<file path="src/rtl/perf_pkg.sv">
// Shared types and helpers for the loop performance sampler: FSM state,
// the per-run record layout and a saturating counter step.
package perf_pkg;

    localparam int DEF_CNT_W = 32;

    typedef enum logic [1:0] {
        IDLE = 2'd0,
        RUN  = 2'd1,
        PUSH = 2'd2
    } perf_state_t;

    typedef struct packed {
        logic [DEF_CNT_W-1:0] cycles;
        logic [DEF_CNT_W-1:0] iters;
        logic [DEF_CNT_W-1:0] stalls;
    } perf_rec_t;

    // Step value by one when en is set, holding once max_value is reached.
    function automatic logic [DEF_CNT_W-1:0] sat_inc(
        input logic [DEF_CNT_W-1:0] value,
        input logic [DEF_CNT_W-1:0] max_value,
        input logic                 en
    );
        logic [DEF_CNT_W-1:0] result;
        result = value;
        if (en && (value != max_value)) begin
            result = value + DEF_CNT_W'(1);
        end
        return result;
    endfunction

endpackage

</file>
<file path="src/rtl/perf_rec_fifo.sv">
// First-word-fall-through record FIFO; the head entry is visible on rd_data
// whenever the FIFO is not empty, and reads as zero when it is empty.
module perf_rec_fifo
    import perf_pkg::*;
#(
    parameter int DEPTH = 4
) (
    input  logic      clock,
    input  logic      reset,
    input  logic      wr_en,
    input  perf_rec_t wr_data,
    input  logic      rd_en,
    output perf_rec_t rd_data,
    output logic      full,
    output logic      empty
);

    localparam int PTR_W = (DEPTH > 1) ? $clog2(DEPTH) : 1;

    perf_rec_t        mem_reg [DEPTH];
    logic [PTR_W-1:0] wr_ptr_reg;
    logic [PTR_W-1:0] rd_ptr_reg;
    logic [PTR_W:0]   count_reg;
    logic             do_push;
    logic             do_pop;

    assign full  = (count_reg == (PTR_W+1)'(DEPTH));
    assign empty = (count_reg == '0);

    // A write into a full FIFO is accepted when the head leaves in the same cycle.
    assign do_pop  = rd_en && !empty;
    assign do_push = wr_en && (!full || do_pop);

    assign rd_data = empty ? '0 : mem_reg[rd_ptr_reg];

    always_ff @(posedge clock) begin
        if (do_push) begin
            mem_reg[wr_ptr_reg] <= wr_data;
        end
    end

    always_ff @(posedge clock) begin
        if (reset) begin
            wr_ptr_reg <= '0;
            rd_ptr_reg <= '0;
            count_reg  <= '0;
        end else begin
            if (do_push) begin
                wr_ptr_reg <= wr_ptr_reg + PTR_W'(1);
            end
            if (do_pop) begin
                rd_ptr_reg <= rd_ptr_reg + PTR_W'(1);
            end
            case ({do_push, do_pop})
                2'b10:   count_reg <= count_reg + (PTR_W+1)'(1);
                2'b01:   count_reg <= count_reg - (PTR_W+1)'(1);
                default: count_reg <= count_reg;
            endcase
        end
    end

endmodule

</file>
<file path="src/rtl/loop_perf_sampler.sv">
// Per-run profiler for a pipelined HLS loop: counts cycles, completed
// iterations and stall cycles for each start-to-done run and queues a record.
module loop_perf_sampler
    import perf_pkg::*;
#(
    parameter int CNT_W      = 32,
    parameter int FIFO_DEPTH = 4
) (
    input  logic             clock,
    input  logic             reset,
    input  logic             ap_start,
    input  logic             ap_done,
    input  logic             iter_end_en,
    input  logic             stall,
    output logic             rec_valid,
    input  logic             rec_ready,
    output logic [CNT_W-1:0] rec_cycles,
    output logic [CNT_W-1:0] rec_iters,
    output logic [CNT_W-1:0] rec_stalls,
    output logic             busy,
    output logic [CNT_W-1:0] drop_cnt,
    output logic             dropped
);

    localparam logic [DEF_CNT_W-1:0] CNT_MAX = DEF_CNT_W'({CNT_W{1'b1}});

    perf_state_t      state_reg, state_next;
    logic [CNT_W-1:0] cycles_reg, cycles_next;
    logic [CNT_W-1:0] iters_reg, iters_next;
    logic [CNT_W-1:0] stalls_reg, stalls_next;
    logic [CNT_W-1:0] drop_cnt_reg;
    logic             dropped_reg;
    logic             push_req;
    logic             inc_iter;
    logic             pop;
    logic             drop;
    logic             fifo_full;
    logic             fifo_empty;
    perf_rec_t        wr_rec;
    perf_rec_t        rd_rec;

    // Counters are narrower than the record fields when CNT_W < DEF_CNT_W.
    function automatic logic [CNT_W-1:0] bump(input logic [CNT_W-1:0] value, input logic en);
        return CNT_W'(sat_inc(DEF_CNT_W'(value), CNT_MAX, en));
    endfunction

    assign inc_iter = iter_end_en && !stall;

    always_comb begin
        state_next  = state_reg;
        cycles_next = cycles_reg;
        iters_next  = iters_reg;
        stalls_next = stalls_reg;
        push_req    = 1'b0;
        case (state_reg)
            IDLE: begin
                if (ap_start) begin
                    state_next  = RUN;
                    cycles_next = CNT_W'(1);
                    iters_next  = CNT_W'(inc_iter);
                    stalls_next = CNT_W'(stall);
                end
            end
            RUN: begin
                cycles_next = bump(cycles_reg, 1'b1);
                iters_next  = bump(iters_reg, inc_iter);
                stalls_next = bump(stalls_reg, stall);
                if (ap_done) begin
                    state_next = PUSH;
                end
            end
            PUSH: begin
                push_req = 1'b1;
                // A start seen while pushing begins the next run immediately.
                if (ap_start) begin
                    state_next  = RUN;
                    cycles_next = CNT_W'(1);
                    iters_next  = CNT_W'(inc_iter);
                    stalls_next = CNT_W'(stall);
                end else begin
                    state_next = IDLE;
                end
            end
            default: state_next = IDLE;
        endcase
    end

    always_ff @(posedge clock) begin
        if (reset) begin
            state_reg    <= IDLE;
            cycles_reg   <= '0;
            iters_reg    <= '0;
            stalls_reg   <= '0;
            drop_cnt_reg <= '0;
            dropped_reg  <= 1'b0;
        end else begin
            state_reg    <= state_next;
            cycles_reg   <= cycles_next;
            iters_reg    <= iters_next;
            stalls_reg   <= stalls_next;
            drop_cnt_reg <= bump(drop_cnt_reg, drop);
            dropped_reg  <= dropped_reg || drop;
        end
    end

    assign pop  = rec_valid && rec_ready;
    assign drop = push_req && fifo_full && !pop;

    always_comb begin
        wr_rec        = '0;
        wr_rec.cycles = DEF_CNT_W'(cycles_reg);
        wr_rec.iters  = DEF_CNT_W'(iters_reg);
        wr_rec.stalls = DEF_CNT_W'(stalls_reg);
    end

    perf_rec_fifo #(
        .DEPTH(FIFO_DEPTH)
    ) u_fifo (
        .clock  (clock),
        .reset  (reset),
        .wr_en  (push_req),
        .wr_data(wr_rec),
        .rd_en  (rec_ready),
        .rd_data(rd_rec),
        .full   (fifo_full),
        .empty  (fifo_empty)
    );

    assign rec_valid  = !fifo_empty;
    assign rec_cycles = rd_rec.cycles[CNT_W-1:0];
    assign rec_iters  = rd_rec.iters[CNT_W-1:0];
    assign rec_stalls = rd_rec.stalls[CNT_W-1:0];
    assign busy       = (state_reg != IDLE);
    assign drop_cnt   = drop_cnt_reg;
    assign dropped    = dropped_reg;

endmodule

</file>
<file path="config.mk">
export PLATFORM = sky130hd
export DESIGN_NAME = loop_perf_sampler
export DESIGN_NICKNAME = d
export VERILOG_FILES = /design/src/rtl/perf_pkg.sv /design/src/rtl/perf_rec_fifo.sv /design/src/rtl/loop_perf_sampler.sv
export SDC_FILE = /design/constraint.sdc
export NUM_CORES = 1
export LEC_CHECK = 0
export CAP_MARGIN = 20
export CORE_MARGIN = 2
export CORE_UTILIZATION = 53
export DETAILED_ROUTE_END_ITERATION = 10
export GPL_TIMING_DRIVEN = 0
export HOLD_SLACK_MARGIN = 0.1
export PLACE_DENSITY = 0.75
export RECOVER_POWER = 50
export SYNTH_ARGS = -nofsm -noshare
export SYNTH_HDL_FRONTEND = slang
export SYNTH_SLANG_ARGS = --single-unit
</file>
<file path="constraint.sdc">
create_clock -name clock -period 3.7 [get_ports clock]
set_input_delay 0.555 -clock clock [delete_from_list [all_inputs] [get_ports clock]]
set_output_delay 0.555 -clock clock [all_outputs]
set_load 0.05 [all_outputs]
</file>
Word-level counts from Yosys, hierarchy flattened
Memory sizes are Yosys's and may differ from the RTL's. A register that Yosys moved wholly into a read port is not among the register bits.
Index checks and enable logic that the tools add are counted.

cells by class
  $add $sub $neg = 8
  muxes and demuxes = 20
  eq/ne operators = 15
  reductions and logical operators = 24

operators by type and width
  operator                 number
  $mux W32                 6
  $pmux W32 S2             3
  $add A32 B1 Y32 const B  4
  $ne A32 B32 Y1 const B   4
  $mux W96                 1
  $ne A2 B2 Y1 const B     5
  $reduce_and A3 Y1        3
  $logic_and A1 B1 Y1      8
  $mux W2                  4
  $pmux W2 S3              1
  $pmux W3 S2              1
  $reduce_bool A2 Y1       3
  $add A2 B1 Y2 const B    2
  $eq A2 B1 Y1 const B     2
  $eq A2 B2 Y1 const B     2
  $logic_not A1 Y1         4
  $mux W1                  4
  $add A3 B1 Y3 const B    1
  $eq A3 B3 Y1 const B     1
  $logic_not A3 Y1         1
  $sub A3 B1 Y3 const B    1
  $logic_not A2 Y1         1
  $logic_or A1 B1 Y1       2
  $ne A2 B1 Y1 const B     1
  other kinds (2)          2

storage, ports and cells
  output and inout bits = 131
  flip-flop bits (word level) = 138
  bits in writable memories = 384
  memories kept = 1
  logic and storage cells = 77

memory list
  memory          words  width  read ports  clocked after Yosys merged registers in  wr ports  RTL line             RTL
  u_fifo.mem_reg  4      96     1           1                                        1         perf_rec_fifo.sv:20  perf_rec_t mem_reg [DEPTH];

Longest topological paths before layout
Gate-level depths: netlist of run 1.

  depth in word-level cells = 7
  gate-level depth with buffers = 10
  mapped depth without buffers = 9

By module
Synthesis of run 1 repeated with hierarchy kept, for this count alone.

second synthesis, totals
  cell total of the unflattened synthesis = 1553
  area, all modules = 22137.5 um2

by module, submodules not included
  module             cells each  area an instance (um2)  times used
  perf_rec_fifo      663         14945.6                 1
  loop_perf_sampler  890         7191.9                  1

Worst setup path before layout of run 1
No wires, ideal clock.

  path type = flip-flop to flip-flop
  start point = register state_reg[1]
  end point = memory u_fifo.mem_reg[1][0] in the netlist's numbering (enable)
  arrival time = 3256 ps
  path buffers = 1
  stages on the path, launching flop included = 5
  setup time = 466 ps
  data required time = 3234 ps
  clock period less this slack = 3722 ps
  setup slack = -22 ps
  path through = dfxtp_1 clkbuf_1 nand2_1 nor2_1 and2_1

between the ends
  word-level cells in the longest chain between the ends = 5

RTL lines
  what                           RTL line                 RTL
  start: declaration             loop_perf_sampler.sv:27  perf_state_t state_reg, state_next;
  start signal: assignment       loop_perf_sampler.sv:97  state_reg <= state_next;
  $eq A2 B2 Y1                   loop_perf_sampler.sv:55  case (state_reg)
  $mux W1                        loop_perf_sampler.sv:55
  $logic_and A1 B1 Y1            perf_rec_fifo.sv:32      assign do_push = wr_en && (!full || do_pop);
  $mux W1                        perf_rec_fifo.sv:37      if (do_push) begin
  $mux W1 (not written as such)  perf_rec_fifo.sv:38      mem_reg[wr_ptr_reg] <= wr_data;
  end: declaration               perf_rec_fifo.sv:20

No other way between the ends.

==> impl_summary.md, run 1 <==
Finish
The post-route netlist has 13.7% of its cells at a drive strength greater than 1. The summed area of non-filler cells in the final layout is roughly 26000 um2. In the final design database the tool counted approximately 1700 nets. Counting the fill cells in the layout gives around 2900.

The area growth from synthesis to layout is 18.3%. The number of flip-flops under the largest register name is around 380.

Worst setup path
The required time reported for the critical path endpoint is approximately 3100 ps. STA classifies the critical path endpoint as an output pin. The nature of the critical path startpoint is a register. STA puts the critical path data arrival time at approximately 3100 ps.

The worst setup path category is reg -> out. In this run the worst path has a maximum fanout of 10.

Die
The initial core utilization is around 53%. The die covers approximately 43000 um2. The core region is just over 40000 um2. The I/O pin total is approximately 140. The number of placement rows is 74. The die outline height is around 210 um. The floorplan die width is ~210 um.

Synthesis
The area share of the largest cell type after synthesis is 53.2%. edfxtp_1 takes more of the synthesized area than any other cell. The average cell area after synthesis is between 10 and 15 um2. The netlist area before placement is between 20000 and 25000 um2. Counting flops with a built-in enable in the synthesized netlist gives between 300 and 400. After synthesis, flip-flops and latches occupy 66.1% of the total area. The most common cell in the netlist is edfxtp_1. Yosys printed 0 warnings. Counting every net in the synthesized netlist gives around 1500. By area the synthesized netlist is led by edfxtp_1, dfxtp_1, mux4_2, and2_1, nor2_1.

The distinct cell type count after synthesis is 71. The most frequently used flop master after synthesis is edfxtp_1. The share of synthesized flip-flops with an asynchronous set or reset is 0%. Sorting the synthesized cells by how often they occur yields edfxtp_1, dfxtp_1, nor2_1. In the synthesized netlist, the number of instances is 1522. Synthesis inferred around 520 register bits.

Timing
At the pin with the least slew margin, the transition time is approximately 1400 ps. Of the available clock period, the critical path in the final layout requires a little over nine tenths. Subtracting the final worst setup slack from the clock period gives 3600 ps. Setup violations remaining at the end of the flow were counted as 0. The headroom to the max-slew limit is under 10%.

The setup slack after layout is roughly 100 ps. The clock tree skew after final layout is roughly 11 ps. The count of endpoints failing hold in the final timing report came to 0. The max-slew violation count is 0. Derived from the worst setup path, the maximum achievable clock frequency is between 0.2 and 0.3 GHz. Setup repair after global routing left no endpoint under its margin.

Clocking
The number of H-tree levels is 2. In this run the deepest clock path goes through 3 buffers. The CTS clock-pin slew for the worst setup and hold paths is roughly 60 ps.

The buffer type at the clock tree root is clkbuf_16. The number of setup buffers added after CTS is 0. The TritonCTS clock tree is done. Buffers inserted during clock tree synthesis total 50.

The clock drives 524 sinks. Clock latency on the worst-skew pair, taken at its later pin, is about 570 ps.

Pwr
The power density relative to cell area is between 600 and 700 nW/um2. Total power for the finished layout comes to 16.0 mW. The static leakage is roughly 9 nW. The peak supply drop is around 380 uV.

Run status
The flow ran to the end, and the final reports show no timing, DRC or antenna violations.

Route
The number of antenna-violating nets in the routed design is 0. The first-pass iteration count of the detailed router is 5. The post-detailed-routing wire length is 50600 um. The post-detailed-route via-to-cell ratio is 6.10. The total via count after detailed routing is ~14000. After detailed routing, the number of remaining DRC violations is 0. For this block, the initial DRC count from the detailed router was ~1400. Dividing the detail-routed wire length by the instance count gives between 20 and 25 um.

Global routing
Entering global routing, the biggest net connects a little over 50 pins. The number of global-route vias before repair is 13600. In the global route stage, overall resource usage came out at around 24%.

The total overflow left after global routing is 0. The first-pass GRT wire length is around 78000 um. The initial antenna violation count is 1.

Placed design
The final weighted congestion in routability-driven placement is 0.885. Once placement finished, the instance area stood at between 20000 and 25000 um2. In this run the tool buffered the top-level ports with 136 buffer cells. The worst setup slack after placement is -353 ps. The half-perimeter wire length after placement is roughly 33000 um.

Job
Max-cap violations in this run came to 0.

Worst hold path
The path type of the worst min-delay path is reg -> reg.
-- cells by family (layout without fill, tap and decap cells) --
family,Yosys count,in the layout,synth area share (%)
buffers and inverters,86,319,1.55
adder cells (fa/ha/maj),9,9,0.554
other,0,1,0
multiplexers,107,107,10.5
AND/OR/NAND/NOR,550,550,13.7
XOR/XNOR,32,32,1.29
AO/OA/AOI/OAI,214,214,6.30
flip-flops,524,524,66.1
-- per-layer routing --
layer | track usage (%) | part of all wire [%] | wire length [um]
met5 | 0 | 0.026 | 13
met4 | 7.58 | 2.4 | 1200
met3 | 4.21 | 7.7 | 3900
met2 | 38.8 | 48 | 24300
met1 | 34.0 | 42 | 21200
-- placed cells by master (no fill, tap or decap), types with 23 or more instances in the layout --
master,Yosys,layout
edfxtp_1,384,384
a31oi_1,25,25
nand2_1,90,90
clkbuf_16,0,53
mux4_2,96,96
a21oi_1,72,72
nor2_1,130,130
dfxtp_1,140,140
o21ai_0,40,40
and2_1,110,104
clkbuf_1,43,51
dlygate4sd3_1,0,33
dlygate4sd2_1,0,27
nand3_1,60,60
clkdlybuf4s50_1,0,56
nand4_1,31,32
and3_1,23,23
-- what timing repair did --
item / CTS / global route
gates cloned: 0 / 0
hold buffers: 0 / 0
endpoints found under the setup margin: 96 / 24
gates resized for setup: 97 / 17
-- report_power, final --
part / total [mW] / switching, mW / internal, mW / leakage [nW]
logic: 4.13 / 2.74 / 1.39 / 3.09
registers: 6.32 / 0.0466 / 6.28 / 4.87
clock network: 5.59 / 2.18 / 3.41 / 0.882
total: 16.0 / 4.97 / 11.1 / 8.84
-- final cells by class --
| type | count | area [um2] | area share [%] |
|---|---|---|---|
| antenna | 1 | 2.50 | 0.00976 |
| buffer | 63 | 280 | 1.09 |
| clock buffer | 72 | 1440 | 5.61 |
| clock inverter | 22 | 372 | 1.45 |
| inverter | 21 | 78.8 | 0.307 |
| multi-input combinational | 912 | 7000 | 27.3 |
| sequential | 524 | 14300 | 55.9 |
| tap | 532 | 666 | 2.60 |
| timing repair buffer | 141 | 1480 | 5.76 |
-- worst max-delay path, stage by stage, from the launching register on --
cell and delay, ps:
dfxtp_1 580, clkbuf_1 560, mux4_2 420, and2_1 190, clkdlybuf4s50_1 720
-- per-stage QoR --
stage / cells / hold slack [ps] / util, % / setup TNS (ps)
after floorplan: 1522 / 459 / - / 0
after global placement: 2190 / 466 / 58.3 / -197910
after detailed placement: 2195 / 472 / 58.7 / -11100
after CTS: 2287 / 492 / 63.1 / 0
after global routing: 2287 / 520 / 63.1 / 0
final: 2288 / 490 / 63.1 / 0
-- path summary, 6_finish.rpt --
kind | start | end | slack [ps] | cells past startpoint
setup / recovery | register | rec_iters[16] | 100 | 4
hold / removal | dropped | dropped | 490 | 2
setup reg to reg | state_reg[1] | u_fifo.mem_reg[1][22] | 370 | 5
hold reg to reg | dropped | dropped | 490 | 2
Power figures use the tool's default switching activity.
==> run 2, diff against run 1 <==
--- a/config.mk
+++ b/config.mk
@@ -6,11 +6,13 @@
 export NUM_CORES = 1
 export LEC_CHECK = 0
+export ABC_AREA = 1
 export CAP_MARGIN = 20
+export CORE_ASPECT_RATIO = 0.5
 export CORE_MARGIN = 2
-export CORE_UTILIZATION = 53
+export CORE_UTILIZATION = 54
 export DETAILED_ROUTE_END_ITERATION = 10
 export GPL_TIMING_DRIVEN = 0
 export HOLD_SLACK_MARGIN = 0.1
-export PLACE_DENSITY = 0.75
+export PLACE_DENSITY = 0.76
 export RECOVER_POWER = 50
 export SYNTH_ARGS = -nofsm -noshare
==> constraint.sdc (replaced) <==
create_clock -name clock -period 3.7 [get_ports clock]
set_input_delay 0.37 -clock clock [delete_from_list [all_inputs] [get_ports clock]]
set_output_delay 0.37 -clock clock [all_outputs]
set_load 0.05 [all_outputs]
==> run 2 against run 1 <==
Compared with the run above:
- wire length grew 24%
- highest routed layer is now met4
- maximum frequency shrank 0.96%
- count of clock-buffer cells in the layout shrank 14
- synthesized cell count grew 70%
- critical path type unchanged
- first-iteration DRC count grew 67%
- final area grew 6.2%
==> impl_summary.md, run 2 <==
Timing
The count of endpoints failing hold in the final timing report is 0 (unchanged). The shortest clock period the worst path allows after layout came to 3640 ps (was 3600 ps). The final cycle utilization of the critical path is 98.3% (was 97.4%). The max-slew violation count was 0 (unchanged). Unrepaired setup endpoints after global routing: false (unchanged). The headroom to the max-slew limit is 15.1% (was 5.40%). The worst hold-check slack was 442 ps (was 490 ps).

The setup slack after layout is 63.0 ps (was 97.9 ps). The clock tree skew after final layout was 18.4 ps (was 11.0 ps). The total setup violations reported at the end of the flow came to 0 (unchanged). The transition time at the pin with the least slew margin is 1270 ps (was 1420 ps). The achievable frequency is 0.275 GHz (was 0.278 GHz).

Route
The first-pass iteration count of the detailed router is 8 (was 5). The number of DRC violations after detailed routing is 0 (unchanged). The wire length per cell came to 18.4 um (was 22.1 um).

The total via count after detailed routing is 19000 (was 14000). The number of antenna-violating nets in the routed design is 0 (unchanged). The post-detailed-route via-to-cell ratio is 5.58 (was 6.10). The post-detailed-routing wire length is 62700 um (was 50600 um). The number of design-rule violations left by the first detailed-router iteration was 2321 (was 1393).

Worst setup path
The worst setup path category is reg -> out (unchanged). The endpoint class of the critical path is an output pin (unchanged). Cells along the critical path: buf_2 > clkinvlp_4 > clkbuf_2 > clkbuf_1 > nor2_1 > o21ai_0 > a21oi_1 > clkdlybuf4s15_1 (was clkbuf_1 > mux4_2 > and2_1 > clkdlybuf4s50_1). The arrival time of data at the critical path endpoint is 3270 ps (was 3050 ps). The required time reported for the critical path endpoint is 3330 ps (was 3140 ps). The nature of the critical path startpoint is a register (unchanged). The cell with the largest stage delay on the worst path is clkdlybuf4s15_1 (was clkdlybuf4s50_1). The maximum single-stage delay on the critical path was 530 ps (was 720 ps). The biggest fanout along the worst timing path was 10 (unchanged).

Global routing
The layer with the highest usage after global routing is met2 (unchanged). The first-pass GRT wire length is 95900 um (was 78400 um). The total routing usage reported by global routing was 26.8% (was 24.2%). The number of global-route vias before repair was 17500 (was 13600). The largest net degree at the start of global routing was 32 (was 51). The met1 routing resource usage after global routing is 39.4% (was 34.0%).

The global routing usage on met3 is 4.06% (was 4.21%). The initial antenna violation count came to 0 (was 1). The total overflow reported by the global router is 0 (unchanged). The global routing met2 resource utilization is 41.5% (was 38.8%).

Clocking
The CTS clock-pin slew for the worst setup and hold paths came to 70 ps (was 60 ps). The TritonCTS sink count is 524 (unchanged). The buffer depth of the longest clock path came to 3 (unchanged). The clock insertion delay at the later pin of the skew report is 580 ps (was 570 ps). The number of setup buffers added after CTS came to 0 (unchanged). The quantity of hold-fixing buffers added after cts is 0 (unchanged). The TritonCTS clock tree is done (unchanged). The number of H-tree levels came to 2 (unchanged). The clock buffer count from CTS is 46 (was 50). The buffer type at the clock tree root is clkbuf_16 (unchanged).

Synthesis
The synthesized instance count was 2586 (was 1522). The distinct cell type count after synthesis was 41 (was 71). The netlist area before placement is 23600 um2 (was 21700 um2). The most frequently used flop master after synthesis was edfxtp_1 (unchanged). The post-synthesis sequential element count is 524 (unchanged).

The post-synthesis cell type with the largest combined area is edfxtp_1 (unchanged). The average cell area after synthesis is 9.13 um2 (was 14.2 um2). The warning count from the yosys run is 0 (unchanged). The most common cell in the netlist was nor2_1 (was edfxtp_1). The number of enable-type register cells in the synthesized netlist is 384 (unchanged). Ranking of synthesized cells by instance count: nor2_1, nand2_1, edfxtp_1 (was edfxtp_1, dfxtp_1, nor2_1).

Top post-synthesis cells by area: edfxtp_1, dfxtp_1, nor2_1, nand2_1, o21ai_0 (was edfxtp_1, dfxtp_1, mux4_2, and2_1, nor2_1). The share of synthesized flip-flops with an asynchronous set or reset came to 0% (unchanged). The post-synthesis net count is 2602 (was 1538). The area share of the largest cell type after synthesis is 48.9% (was 53.2%). The share of synthesized area occupied by flip-flops and latches was 60.7% (was 66.1%).

Placed design
The count of buffers from port buffering is 137 (was 136). The half-perimeter wire length after placement is 41900 um (was 32700 um). The cell area reported after detailed placement is 26000 um2 (was 23900 um2). The worst setup slack after placement was 62.5 ps (was -353 ps). The final weighted congestion in routability-driven placement is 0.960 (was 0.885). The number of placed instances, taps included is 3324 (was 2195).

Pwr
The peak supply drop is 319 uV (was 381 uV). The power density relative to cell area is 507 nW/um2 (was 626 nW/um2). The sum of internal, switching and leakage power is 13.8 mW (was 16.0 mW). The static leakage came to 9.96 nW (was 8.84 nW).

Finish
Leading cell types in the layout, fill and taps excluded: nor2_1, nand2_1, edfxtp_1, o21ai_0, a21oi_1 (was edfxtp_1, dfxtp_1, nor2_1, and2_1, mux4_2). The area growth from synthesis to layout came to 15.4% (was 18.3%). The summed area of non-filler cells in the final layout came to 27200 um2 (was 25600 um2). The most frequent standard cell in the layout excluding fill and tap cells is nor2_1 (was edfxtp_1). The final net count is 2800 (was 1729).

The antenna diode count is 0 (was 1). The fraction of final layout cells with drive strength greater than 1 came to 6.31% (was 13.7%). The post-route non-filler standard cell count is 3409 (was 2288).

The number of flip-flops under the largest register name is 384 (unchanged). The number of inserted filler cells in the final layout is 3498 (was 2938).

Die
The number of placement rows is 54 (was 74). The I/O pin total came to 138 (unchanged). The die outline height is 152 um (was 206 um). The initial core utilization is 54.4% (was 53.3%).

The overall die area came to 45500 um2 (was 42500 um2). The floorplan die width came to 300 um (was 206 um). The core outline area is 43400 um2 (was 40600 um2).

Worst hold path
The path type of the worst min-delay path is in -> reg (was reg -> reg).

Run status
Status: complete, no violations (unchanged).

Job
The max capacitance violation total was 0 (unchanged).
run 2: critical path, delay by kind of cell (launching register included):
family,cells,cell delay (ps)
buffers and inverters,5,1920
DFF,1,310
AOI/OAI and AO/OA,2,300
and+or+nand+nor,1,160
run 2: layout make-up:
| type | instances | area [um2] | share of cell area, % |
|---|---|---|---|
| Sequential cell | 524 | 14300 | 52.6 |
| Timing Repair Buffer | 150 | 1550 | 5.68 |
| Multi-Input combinational cell | 1769 | 7940 | 29.2 |
| Tap cell | 588 | 736 | 2.70 |
| Buffer | 116 | 520 | 1.91 |
| Clock inverter | 27 | 218 | 0.799 |
| Inverter | 177 | 668 | 2.45 |
| Clock buffer | 58 | 1270 | 4.66 |
run 2: metal layers:
metal,wire (um),vias up
met4,1430,0
met3,6060,115
met5,0,-
li1,-,9045
met2,27800,891
met1,27400,8982
run 2: cell families (layout without fill, tap and decap cells):
kind of cell,Yosys count,after routing,synth area share [%]
fa+ha+maj,9,9,0.509
buf+inv,293,528,5.13
compound gates,450,450,9.83
simple gates,1278,1278,22.6
flops,524,524,60.7
xor+xnor,32,32,1.19
run 2: report_power, final:
group | switching (mW) | internal [mW] | total, mW
sequential | 0.0285 | 6.26 | 6.28
clock | 2.17 | 2.65 | 4.82
combinational | 2.04 | 0.669 | 2.71
run 2: worst paths after layout:
kind                        start               endpoint  slack (ps)  depth (start not counted)
max                      register         rec_cycles[12]          60                          8
min                       ap_done           state_reg[1]         440                          3
max reg2reg          state_reg[0]  u_fifo.mem_reg[0][63]         320                          9
min reg2reg  u_fifo.rd_ptr_reg[1]   u_fifo.rd_ptr_reg[1]         480                          2
run 2: repair_timing:
item / CTS / global route
pin swaps: 0 / 0
setup endpoints to repair: 96 / 94
gates resized for setup: 55 / 66
run 2: stage by stage:
| step | setup TNS [ps] | utilization, % |
|---|---|---|
| after floorplan | -44150 | - |
| after global placement | -906340 | 59.3 |
| after detailed placement | 0 | 59.9 |
| after CTS | 0 | 63.3 |
| after global routing | 0 | 62.8 |
| final | 0 | 62.8 |
==> run 3, diff against run 2 <==
Settings changed: SLEW_MARGIN set to 20.
==> run 3 against run 2 <==
Compared with the run above:
- global-route usage rose by 0.33 points
- worst hold slack improved by 3.0 ps
- final area grew 1.1%
- die area stayed put
- core utilization grew 0.66 points
- largest cell class unchanged
- cell count is 0.18% higher
- count of clock-buffer cells in the layout is 13 higher
- sequential power about the same
==> impl_summary.md, run 3 (synthesized netlist as in run 2, its figures left out) <==
Die
The core outline area was 43400 um2 (unchanged). The floorplan die width is 300 um (unchanged). The die outline height is 152 um (unchanged).

The initial core utilization is 54.4% (unchanged). The overall die area was 45500 um2 (unchanged). The I/O pin total is 138 (unchanged). The number of placement rows is 54 (unchanged).

Worst hold path
The hold-critical path depth is 3 (unchanged). The endpoint of the worst hold path is state_reg[1] (unchanged). The path type of the worst min-delay path is in -> reg (unchanged).

The startpoint of the worst hold path is ap_done (unchanged).

Route
The wire length per cell is 18.5 um (was 18.4 um). The post-detailed-route via-to-cell ratio was 5.59 (was 5.58). The post-detailed-routing wire length was 63000 um (was 62700 um).

The first-pass iteration count of the detailed router is 6 (was 8). The total via count after detailed routing is 19100 (was 19000). The number of antenna-violating nets in the routed design came to 0 (unchanged). The number of design-rule violations left by the first detailed-router iteration is 2134 (was 2321). The number of DRC violations after detailed routing is 0 (unchanged).

Timing
The achievable frequency is 0.274 GHz (was 0.275 GHz). The final cycle utilization of the critical path is 98.5% (was 98.3%). The max-slew violation count is 0 (unchanged).

The transition time at the pin with the least slew margin is 1250 ps (was 1270 ps). Unrepaired setup endpoints after global routing: false (unchanged). The headroom to the max-slew limit was 16.2% (was 15.1%). The total setup violations reported at the end of the flow came to 0 (unchanged). The shortest clock period the worst path allows after layout is 3650 ps (was 3640 ps). The clock tree skew after final layout is 23.3 ps (was 18.4 ps). The sum of negative setup slack is 0 ps (unchanged).

The count of endpoints failing hold in the final timing report is 0 (unchanged).

Worst setup path
The cell with the largest stage delay on the worst path is dlygate4sd2_1 (was clkdlybuf4s15_1). The reg-to-reg startpoint is state_reg[0] (unchanged). The nature of the critical path startpoint is a register (unchanged). The worst reg-to-reg path cell count is 8 (was 9).

The worst setup path category is reg -> out (unchanged). The arrival time of data at the critical path endpoint is 3280 ps (was 3270 ps). The endpoint class of the critical path was an output pin (unchanged).

The maximum single-stage delay on the critical path came to 580 ps (was 530 ps). Cells along the critical path: buf_2 > clkinv_2 > clkbuf_2 > clkbuf_1 > nor2_1 > o21ai_0 > a21oi_1 > dlygate4sd2_1 (was buf_2 > clkinvlp_4 > clkbuf_2 > clkbuf_1 > nor2_1 > o21ai_0 > a21oi_1 > clkdlybuf4s15_1). The biggest fanout along the worst timing path is 10 (unchanged). The worst reg-to-reg setup slack is 380 ps (was 320 ps).

The required time reported for the critical path endpoint is 3330 ps (about the same). The end of the worst register-to-register path is u_fifo.mem_reg[2][15] (was u_fifo.mem_reg[0][63]).

Finish
The post-route non-filler standard cell count is 3415 (was 3409). The most frequent standard cell in the layout excluding fill and tap cells is nor2_1 (unchanged). The antenna diode count was 0 (unchanged). The fraction of final layout cells with drive strength greater than 1 came to 6.33% (was 6.31%). The number of flip-flops under the largest register name was 384 (unchanged).

The area growth from synthesis to layout was 16.6% (was 15.4%). The final net count is 2805 (was 2800). Leading cell types in the layout, fill and taps excluded: nor2_1, nand2_1, edfxtp_1, o21ai_0, a21oi_1 (unchanged).

Global routing
The first-pass GRT wire length is 97300 um (was 95900 um). The total overflow reported by the global router is 0 (unchanged). The largest net degree at the start of global routing is 25 (was 32). The initial antenna violation count is 0 (unchanged). The number of global-route vias before repair is 17700 (was 17500). The total routing usage reported by global routing is 27.1% (was 26.8%).

Job
The max capacitance violation total is 0 (unchanged).

Clocking
The CTS clock-pin slew for the worst setup and hold paths is 80 ps (was 70 ps). The clock insertion delay at the later pin of the skew report is 570 ps (was 580 ps). The buffer depth of the longest clock path is 3 (unchanged).

The number of H-tree levels is 2 (unchanged). The TritonCTS sink count came to 524 (unchanged). The TritonCTS clock tree is done (unchanged). The clock buffer count from CTS came to 46 (unchanged). The buffer type at the clock tree root is clkbuf_16 (unchanged).

Placed design
The half-perimeter wire length after placement is 42400 um (was 41900 um). The count of buffers from port buffering came to 137 (unchanged). The final weighted congestion in routability-driven placement was 0.960 (unchanged).

The number of placed instances, taps included was 3328 (was 3324).

Pwr
The peak supply drop is 289 uV (was 319 uV). The power density relative to cell area is 506 nW/um2 (was 507 nW/um2). The static leakage is 10.1 nW (was 9.96 nW).

Run status
Status: complete, no violations (unchanged).
[run 3: cell type report]
class	count	area (um2)
clock buffers	71	1380
clock inverters	15	138
flip-flops and latches	524	14300
plain buffers	116	537
well taps	588	736
fillers	3449	15900
inverters	177	666
multi-input cells	1769	8030
repair buffers	155	1700
[run 3: worst max-delay path, delay by kind of cell (launching register included)]
family                 cells  cell delay [ps]
AOI/OAI and AO/OA          2              400
buffers and inverters      5             1860
DFF                        1              300
and+or+nand+nor            1              150
[run 3: layer usage]
layer	vias up	share of wire [%]	GRT usage [%]
met5	-	0	0
met4	0	2.2	6.83
met3	108	9.7	3.98
met2	907	45	42.1
met1	9026	43	40.3
li1	9053	-	-
[run 3: how the worst max path moves through the flow]
| stage | slack [ps] | start | to |
|---|---|---|---|
| 2_1_floorplan | -110 | state_reg[0] | u_fifo.mem_reg[0][0] |
| 3_3_place_gp | -2410 | rec_ready | u_fifo.mem_reg[1][70] |
| 3_5_place_dp | 70 | register | rec_cycles[7] |
| 4_1_cts | 0.5 | register | rec_cycles[30] |
| 5_1_grt | 2 | register | rec_cycles[7] |
| 6_report | 50 | register | rec_cycles[7] |
[run 3: stage by stage]
step | utilization (%) | setup slack [ps] | power (mW) | cell area (um2) | hold WS (ps)
after floorplan | - | -115 | 8.19 | 23600 | 436
after global placement | 59.3 | -2410 | 9.14 | 25700 | 452
after detailed placement | 60.3 | 70.3 | 9.18 | 26100 | 461
after CTS | 63.7 | 0.456 | 13.9 | 27600 | 430
after global routing | 63.4 | 1.73 | 14.3 | 27500 | 456
final | 63.4 | 54.3 | 13.9 | 27500 | 445
[run 3: timing repair]
item,CTS,global route
buffers inserted,1,0
resized for setup,52,25
pin swaps,1,0
hold buffers,0,0
setup endpoints to repair,97,47
[run 3: power breakdown]
part / internal [mW] / leakage (nW) / total (mW) / switching, mW
clock: 2.72 / 0.739 / 4.89 / 2.17
combinational: 0.689 / 4.50 / 2.74 / 2.05
sequential: 6.26 / 4.88 / 6.28 / 0.0289
total: 9.66 / 10.1 / 13.9 / 4.25
==> patch (config.mk and constraints of run 2) <==
Set the parameter `FIFO_DEPTH` to 8 (it was 4).
--- a/src/rtl/loop_perf_sampler.sv
+++ b/src/rtl/loop_perf_sampler.sv
@@ -6,3 +6,3 @@
     parameter int CNT_W      = 32,
-    parameter int FIFO_DEPTH = 4
+    parameter int FIFO_DEPTH = 8
 ) (
Behaviour: no difference found for any inputs over 4 cycles, from zero or initial values and one cycle with reset high; that may be too few to reach the edited logic, so the function may still have changed.
==> patch against run 2 <==
Fmax shrank 0.43%. Power grew 110%. Count of clock-buffer cells in the layout grew 39. Sequential cell count grew 388. Core utilization shrank 0.24 points. Worst setup slack lost 0.016 ns. Via count grew 56%. Final area grew 63%. Area after synthesis grew 65%. Non-clock buffer count grew 112. Register-to-register slack is essentially flat. Routed wire length grew 70%.
==> patch: results (changes against run 2) <==
* Number of enable flip-flop cells after synthesis at 768 (+100%)
* Global routing usage on met3 at 6.283% (+2.2 points)
* Post-layout total power at 29.58 mW (+110%)
* RePlAce Congestion at 0.9464 (-1.4%)
* Lkg Pwr at 15.23 nW (+53%)
* Fraction of final layout cells with drive strength greater than 1 at 8.910% (+2.6 points)
* Flip-flop and latch count after synthesis at 912 (+74%)
* Placed Instances at 4,885 (+47%)
* Worst slack after detailed placement at -0.4504 ns (-0.5129 ns)
* Antenna violations before repair at 5 (+5)
* Multi-input gates at 2,506 (+42%)
* Compound-Gate Fraction of Synth Area at 11.07% (+1.2 points)
* Wl on met1 at 43.45 mm (+59%)
* Fraction of met2 tracks used by global routing at 43.74% (+2.2 points)
* Flop pwr share at 37.6% (-7.9 points)
* Sum of met3 wire segment lengths after detailed routing at 11.50 mm (+90%)
* Number of violations reported at the end of detailed-routing iteration 0 at 3,894 (+68%)
* Count of inverters not on the clock network in the layout at 129 (-27%)
* Sequential portion of the cell area at 58.32% (+5.7 points)
* Wire length of the first global-routing pass at 162.9 mm (+70%)
* Share of cell area taken by multi-input logic gates at 25.92% (-3.2 points)
* Wire length per cell at 21.20 µm (+15%)
* Data arrival time of the critical path at 3.28 ns (about the same)
* CTS resizes at 320 (+480%)
* Relative area of non-clock buffer cells in the final design at 6.274% (-1.3 points)
* Outcome: finished clean
* Maximum level of the CTS H-tree at 3 (+1)
* Global router's overall resource usage at 28.44% (+1.7 points)
* Post-synth top cells: 874 x nor2_1, 768 x edfxtp_1, 528 x nand2_1, 478 x o21ai_0, 147 x nand3_1
* Flip-flop count of the largest register after layout at 768 (+100%)
* Average via count per standard cell at 5.884 (+5.4%)
* Switching part of the total power at 38.75% (+8.1 points)
* Number of global-route vias before repair at 28,190 (+61%)
* Relative max-transition margin at 9.233% (-5.9 points)
* Non-CTS buffers at 378 (+42%)
* 1st-pass router iterations at 10 (+2)
* Number of I/O port buffers at 136 (-0.73%)
* Largest net degree at the start of global routing at 30 (-6.3%)
* Post-place instance area at 0.04215 mm² (+62%)
* Top cells by area in the synthesized netlist: edfxtp_1 59%, nor2_1 8.4%, dfxtp_1 7.4%
patch: cell types whose count changed in the layout (fill, tap and decap cells not counted), moves of 47 or more:
cell	delta
edfxtp_1	+384
o22ai_1	+96
o21ai_0	+241
nand2_1	+75
clkbuf_1	+55
clkdlybuf4s50_1	-61
a31oi_1	+91
a21oi_1	-60
nor2_1	+268
buf_2	+51
inv_1	-47
patch: critical path: stages, from the launching register on:
cell	delay, ns
dfxtp_2	0.54
buf_4	0.36
buf_6	0.33
buf_2	0.33
nor2_1	0.09
nor2_1	0.09
o21ai_0	0.13
a31oi_2	0.33
clkdlybuf4s18_2	0.42
patch: final timing paths:
check	slack (ns)	startpoint	cells after the start	endpoint
max	0.05	flop	8	rec_stalls[26]
max reg2reg	0.32	state_reg[0]	10	u_fifo.mem_reg[3][31]
min	0.24	reset	6	u_fifo.count_reg[3]
min reg2reg	0.49	u_fifo.rd_ptr_reg[2]	2	u_fifo.rd_ptr_reg[2]
